[src/rtl/mem_arbiter.sv]
// mem_arbiter: arbitrates the unified instruction/data memory between the CPU datapath and the debug loader.
// Default is round-robin on ties; defining MEM_ARB_DBG_PRIORITY_EN makes debug win every tie.
module mem_arbiter #(
    parameter int AW      = 32,
    parameter int DW      = 32,
    parameter int MEM_LAT = 2
) (
    input  logic          i_clk,
    input  logic          i_reset,
    input  logic          i_cpu_req,
    input  logic          i_cpu_we,
    input  logic [AW-1:0] i_cpu_addr,
    input  logic [DW-1:0] i_cpu_wdata,
    output logic          o_cpu_ack,
    output logic [DW-1:0] o_cpu_rdata,
    output logic          o_cpu_stall,
    input  logic          i_dbg_req,
    input  logic          i_dbg_we,
    input  logic [AW-1:0] i_dbg_addr,
    input  logic [DW-1:0] i_dbg_wdata,
    output logic          o_dbg_ack,
    output logic [DW-1:0] o_dbg_rdata,
    output logic          o_mem_en,
    output logic          o_mem_we,
    output logic [AW-1:0] o_mem_addr,
    output logic [DW-1:0] o_mem_wdata,
    input  logic [DW-1:0] i_mem_rdata
);

    typedef enum logic [1:0] {ST_IDLE, ST_ACCESS, ST_WAIT, ST_RESP} state_t;
    typedef enum logic {SRC_CPU, SRC_DBG} src_t;

    // The ACCESS cycle covers one cycle of latency, WAIT covers the rest.
    localparam logic [3:0] LAT_LOAD = 4'(MEM_LAT - 1);

    state_t     state, state_nxt;
    src_t       grant, grant_nxt;
    logic [3:0] lat_cnt, lat_cnt_nxt;
    logic       mem_we_q;
    logic       take_grant;
    logic       capture;
    logic       dbg_wins_tie;

    always_comb begin
        // NOTE: every signal written here gets a default first, so no path can infer a latch.
        state_nxt   = state;
        grant_nxt   = grant;
        lat_cnt_nxt = lat_cnt;
        take_grant  = 1'b0;
        capture     = 1'b0;
        case (state)
            ST_IDLE: begin
                if (i_cpu_req || i_dbg_req) begin
                    take_grant = 1'b1;
                    state_nxt  = ST_ACCESS;
                    if (i_cpu_req && i_dbg_req)
                        grant_nxt = dbg_wins_tie ? SRC_DBG : SRC_CPU;
                    else
                        grant_nxt = i_cpu_req ? SRC_CPU : SRC_DBG;
                end
            end
            ST_ACCESS: begin
                if (MEM_LAT == 1) begin
                    capture   = 1'b1;
                    state_nxt = ST_RESP;
                end else begin
                    lat_cnt_nxt = LAT_LOAD;
                    state_nxt   = ST_WAIT;
                end
            end
            ST_WAIT: begin
                lat_cnt_nxt = lat_cnt - 4'd1;
                if (lat_cnt == 4'd1) begin
                    capture   = 1'b1;
                    state_nxt = ST_RESP;
                end
            end
            ST_RESP: state_nxt = ST_IDLE;
            default: state_nxt = ST_IDLE;
        endcase
    end

    always_ff @(posedge i_clk) begin
        // NOTE: sequential state uses non-blocking assignments so every register samples pre-edge values.
        if (i_reset) begin
            state       <= ST_IDLE;
            grant       <= SRC_CPU;
            lat_cnt     <= 4'd0;
            mem_we_q    <= 1'b0;
            o_mem_addr  <= '0;
            o_mem_wdata <= '0;
            o_cpu_rdata <= '0;
            o_dbg_rdata <= '0;
        end else begin
            state   <= state_nxt;
            lat_cnt <= lat_cnt_nxt;
            if (take_grant) begin
                grant       <= grant_nxt;
                mem_we_q    <= (grant_nxt == SRC_CPU) ? i_cpu_we    : i_dbg_we;
                o_mem_addr  <= (grant_nxt == SRC_CPU) ? i_cpu_addr  : i_dbg_addr;
                o_mem_wdata <= (grant_nxt == SRC_CPU) ? i_cpu_wdata : i_dbg_wdata;
            end
            // Writes capture too; the requester ignores read data on a write ack.
            if (capture) begin
                if (grant == SRC_CPU) o_cpu_rdata <= i_mem_rdata;
                else                  o_dbg_rdata <= i_mem_rdata;
            end
        end
    end

`ifdef MEM_ARB_DBG_PRIORITY_EN
    assign dbg_wins_tie = 1'b1;
`else
    src_t last_grant;

    // Pointer starts at DBG so the CPU wins the first tie after reset.
    always_ff @(posedge i_clk) begin
        if (i_reset)         last_grant <= SRC_DBG;
        else if (take_grant) last_grant <= grant_nxt;
    end

    assign dbg_wins_tie = (last_grant == SRC_CPU);
`endif

    assign o_mem_en    = (state == ST_ACCESS);
    assign o_mem_we    = o_mem_en && mem_we_q;
    assign o_cpu_ack   = (state == ST_RESP) && (grant == SRC_CPU);
    assign o_dbg_ack   = (state == ST_RESP) && (grant == SRC_DBG);
    assign o_cpu_stall = i_cpu_req && !o_cpu_ack;

endmodule

[config.mk]
export PLATFORM = sky130hd
export DESIGN_NAME = mem_arbiter
export DESIGN_NICKNAME = d
export VERILOG_FILES = /design/src/rtl/mem_arbiter.sv
export SDC_FILE = /design/constraint.sdc
export NUM_CORES = 1
export LEC_CHECK = 0
export CAP_MARGIN = 20
export CORE_ASPECT_RATIO = 1.75
export CORE_UTILIZATION = 41
export DETAILED_ROUTE_END_ITERATION = 10
export GPL_TIMING_DRIVEN = 0
export PLACE_DENSITY = 0.88
export RECOVER_POWER = 50
export SYNTH_ARGS = -nofsm -noshare
export SYNTH_HDL_FRONTEND = slang
export SYNTH_SLANG_ARGS = --single-unit
[constraint.sdc]
create_clock -name i_clk -period 2.45 [get_ports i_clk]
set_input_delay 0.3675 -clock i_clk [delete_from_list [all_inputs] [get_ports i_clk]]
set_output_delay 0.3675 -clock i_clk [all_outputs]
set_load 0.05 [all_outputs]
# ---- Word-level counts from Yosys, hierarchy flattened
# Index checks and enable logic that the tools add are counted.
dict set report classes {
  n_eq_ne 6
  reduce_logical 12
  add_sub_neg 1
  bitwise 1
  muxes 16
}
# op count
set op_table {}
lappend op_table {{two-way mux 32 bit} 2}
lappend op_table {{two-way mux 1 bit} 10}
lappend op_table {{case mux 2 bit (4 select lines)} 1}
lappend op_table {{case mux 4 bit (2 select lines)} 1}
lappend op_table {{AND reduction 2 bit} 3}
lappend op_table {{logical AND 1 bit} 5}
lappend op_table {{equality test 2 bit, second input constant} 2}
lappend op_table {{equality test 4 x 1 -> 1 bit, second input constant} 1}
lappend op_table {{two-way mux 2 bit} 2}
lappend op_table {{!= test 2 bit, second input constant} 2}
lappend op_table {{subtractor 4 x 1 -> 4 bit, second input constant} 1}
lappend op_table {{equality test 2 x 1 -> 1 bit, second input constant} 1}
lappend op_table {{zero test 2 bit} 1}
lappend op_table {{nonzero test 2 bit} 1}
lappend op_table {{zero test 1 bit} 1}
lappend op_table {{logical OR 1 bit} 1}
lappend op_table {{NOT 1 bit} 1}
dict set report totals {
  out_inout_bits 133
  ff_bits 137
  word_cells 45
}

# ---- Longest topological paths before layout
dict set report depth {
  ltp_word 5
  ltp_mapped 8
  ltp_nobuf 5
}

# ---- Worst setup path after synthesis
# OpenSTA, ideal clock, no wires.
dict set report synth_path {
  path_kind {reg2out}
  startpoint {register state[1]}
  endpoint {output o_cpu_stall}
  arrival_time_ns 1.699
  path_slack_ns 0.383
  stages_incl_launch_ff 4
  n_path_buf 0
  required_time_ns 2.082
  cell_sequence {dfxtp_1 > ha_1 > nor2b_1 > nor2b_1}
}
dict set report synth_between {
  elab_chain_cells 4
}
# element line_no
set synth_lines {}
lappend synth_lines {{start, declared} 36} ;# state_t state, state_nxt;
lappend synth_lines {{start signal, assigned} 95} ;# state <= state_nxt;
lappend synth_lines {{equality test 2 bit} 127} ;# assign o_cpu_ack = (state == ST_RESP) && (grant == SRC_CPU);
lappend synth_lines {{logical AND 1 bit} 127}
lappend synth_lines {{net o_cpu_ack} 14} ;# output logic o_cpu_ack,
lappend synth_lines {{zero test 1 bit} 129} ;# assign o_cpu_stall = i_cpu_req && !o_cpu_ack;
lappend synth_lines {{logical AND 1 bit} 129}
lappend synth_lines {{end, declared} 16} ;# output logic o_cpu_stall,
# The timed path passes the listed nets, and every way through them passes these cells.

# ---- Worst setup path after layout
dict set report layout_path {
  startpoint {register state[1]}
  endpoint {output o_mem_we}
}
dict set report layout_between {
  elab_chain_cells 2
}
# element line_no
set layout_lines {}
lappend layout_lines {{equality test 2 x 1 -> 1 bit} 125} ;# assign o_mem_en = (state == ST_ACCESS);
lappend layout_lines {{logical AND 1 bit} 126} ;# assign o_mem_we = o_mem_en && mem_we_q;
lappend layout_lines {{end, declared} 24} ;# output logic o_mem_we,
# Every way passes these cells.

==> metrics.md <==
| Metric | Value |
|---|---|
| Status | completed |
| Clk root buf | clkbuf_16 |
| GP Congestion | 0.844 |
| Vias in the first global route | 6,955 |
| Worst min path class | flop to flop |
| Crit path required time | 2.08 ns |
| Net switching power | about 4.9 mW |
| Clk slew on worst S/H paths | 0.06 ns |
| GR peak layer | met2 |
| Synthesized flop and latch total | 137 |
| Area Overhead vs Synth | 59.2% |
| HPWL Detailed | 17.5 mm |
| Worst Setup Start Kind | flop |
| Part of the power in registers | a little over a quarter |
| Routed wire length | around 22 mm |
| RSZ-0062 raised after global routing | false |
| # rows | 59 |
| Fill cells | 1,190 |
| Sequential element share of the synthesized area | a little over two fifths |
| Full die area | 0.0160 sq mm |
| Yosys Warn Count | 0 |
| Worst-Margin Slew | roughly 0.65 ns |
| Lkg Pwr | 3.78 nW |
| Global Route Usage Sum | 28.1% |
| Worst-skew pair later-pin latency | 0.41 ns |
| Max-slew headroom | 56.4% |
| Final Hold Fails | 0 |
| Most frequent cells in the layout | clkdlybuf4s50_1 (194), dfxtp_1 (137), o21ai_0 (132) |
| Largest stage delay, worst path | between 0.8 and 0.9 ns |
| Initial antenna violation count | 0 |
| Max-cap viol count | 0 |
| Global-route wire length before repair | 34.8 mm |
| TritonCTS Buffers | 17 |
| Clk buf depth | 2 |
| Post CTS Setup Buffer Count | 0 |
| Crit Path Category | flop to output pin |
| Post-CTS Resized | 4 |
| GR Util met2 | 51.3% |
| Port Buffers | 297 |
| Clk pwr share | 23.4% |
| Post-synth cell types | 37 |
| Congestion Overflow GR | 0 |
| Met1 GRT Util | 27.8% |
| Commonest non-fill, non-tap cell in the layout | clkdlybuf4s50_1 |
| Fin worst setup slack | 0.0891 ns |
| # diodes | 0 |
| DIE WIDTH | 96.2 um |
| Final core utilization | 67.6% |
| GR Util met3 | 6.35% |
| Initial core utilization | 42.5% |
| Int Pwr | 6.09 mW |
| Mean post-synth cell area | 8.78 sq um |
| Core ar. | 0.0150 sq mm |
| Final Non-Filler Cells | 1,236 |
| Crit-path leading delay family | buffers and inverters |
| Combinational Power Share | 49.5% |
| Clock period minus worst slack | 2.36 ns |
| Worst path slowest cell | clkdlybuf4s50_1 |
| Io pins | 299 |
| Crit path DAT | 1.99 ns |
| Die height | 167 um |
| TritonCTS Sinks | about 140 |
| CTS tree | done |
| Fraction of layout cells with a size suffix above 1 | 8.36% |
| Detailed router's first-iteration violation count | 282 |
| Worst path cell trace | inv_1, ha_1, and2_1, clkdlybuf4s50_1 |
| DP Cell Count | between 1,000 and 1,500 |
| Hold_buf cts | 0 |
| Slew Viols, Final | 0 |
| Final Cycle Share | 96.4% |
| CP endpoint kind | output pin |
| Clock Skew | 0.0153 ns |
| Endpoints failing setup | 0 |
| Max frequency | 424 MHz |
| Peak supply drop | 0.902 mV |
| Max Fanout on Critical Path | 4 |
| Switching part of the total | 44.8% |
| Drt drc | 0 |
| CTS H-tree lvls | 4 |
| Mapped cell area | 0.00636 sq mm |
| Wire length per cell | 18.0 um |
| Syn_nets | 898 |
| Crit path buffers/inverters | 2 |
| First-pass DRT Iterations | 5 |
| NumNets Final | 1,213 |
| Setup WS pre-CTS | -0.0770 ns |
| Largest net degree at the start of global routing | 17 |
| Vias | 6,905 |
| Vias/cell | 5.59 |
| DRT antenna net count | 0 |
| Post-synthesis cell count | 725 |
| Pwr dens | 1090 mW/mm^2 |
==> tightest hold or removal path: stages (launching register included) <==
cell and delay (ns):
dfxtp_1 0.30, o21ai_0 0.06, a21oi_1 0.06
==> per-layer routing <==
layer	up-vias	routed length, um
met3	74	1350
met4	0	1150
met2	306	12200
met5	-	0
met1	3219	7530
li1	3306	-
==> cells by family (layout without fill, tap and decap cells) <==
family                     Yosys count  in the layout  share of synthesized area [%]
buffers and inverters               93            421                           6.75
AOI/OAI and AO/OA                  271            271                           28.6
DFF                                137            137                           43.1
adders and majority gates            7              7                           1.38
and+or+nand+nor                    217            217                           20.2
==> sequential cells by signal, indices dropped and copies added (netlist names) <==
signal       cells
o_cpu_rdata     32
o_dbg_rdata     32
o_mem_addr      32
o_mem_wdata     32
lat_cnt          4
state            2
grant            1
last_grant       1
mem_we_q         1
==> per-stage QoR <==
step / cell area, sq um / power [mW] / hold slack, ns / TNS (ns)
floorplan: 6360 / 6.76 / 0.470 / 0
global placement: 9560 / 8.53 / 0.460 / -0.0460
detailed placement: 9560 / 8.63 / 0.468 / -0.0770
CTS: 10200 / 11.2 / 0.476 / 0
global route: 10100 / 11.6 / 0.493 / 0
finish: 10100 / 11.0 / 0.472 / 0
==> cell type report <==
cell class / instances / area [sq um] / share of cell area [%]
multi-input combinational: 495 / 3180 / 31.4
timing repair buffer: 297 / 2980 / 29.4
sequential: 137 / 2740 / 27.1
clock buffer: 20 / 457 / 4.51
buffer: 85 / 375 / 3.71
tap: 183 / 229 / 2.26
clock inverter: 12 / 140 / 1.38
inverter: 7 / 26.3 / 0.259
==> synthesized netlist by cell type (all sizes together) <==
| cell type | instances | area share (%) |
|---|---|---|
| or3 | 2 | 0.20 |
| clkinv | 1 | 0.059 |
| nand3 | 65 | 5.1 |
| nor3b | 1 | 0.12 |
| nor2 | 69 | 4.1 |
| ha | 7 | 1.4 |
| a31o | 1 | 0.14 |
| o22ai | 1 | 0.098 |
| a21oi | 66 | 5.2 |
| o21bai | 1 | 0.12 |
| o31a | 1 | 0.14 |
| or3b | 66 | 9.1 |
| dfxtp | 137 | 43 |
| inv | 6 | 0.35 |
| and4bb | 1 | 0.20 |
| a21o | 1 | 0.12 |
| buf | 26 | 2.8 |
| a2111oi | 1 | 0.14 |
| nor2b | 4 | 0.51 |
| o21ai | 132 | 10 |
| a311oi | 65 | 12 |
| nand4bb | 1 | 0.18 |
| a211oi | 1 | 0.12 |
| and2 | 3 | 0.30 |
| nand4b | 1 | 0.14 |
| clkbuf | 60 | 3.6 |
| o21a | 1 | 0.12 |
| nor3 | 2 | 0.16 |
| nand2 | 2 | 0.16 |
==> power groups by stage <==
stage / clock network, mW / registers (mW) / logic [mW]
after floorplan: 0 / 4.50 / 2.26
after global routing: 2.72 / 3.04 / 5.84
after global placement: 0 / 3.02 / 5.51
after detailed placement: 0 / 3.04 / 5.59
final: 2.58 / 2.99 / 5.45
after CTS: 2.62 / 3.00 / 5.62
==> final timing paths <==
check        slack, ns              end  cells past startpoint             from
min reg2reg       0.47  o_dbg_rdata[15]                      2  o_dbg_rdata[15]
max reg2reg       0.21   o_mem_addr[22]                      7         state[0]
max               0.09         o_mem_we                      4         state[1]
min               0.47  o_dbg_rdata[15]                      2  o_dbg_rdata[15]
(Power assumes the default switching activity.)
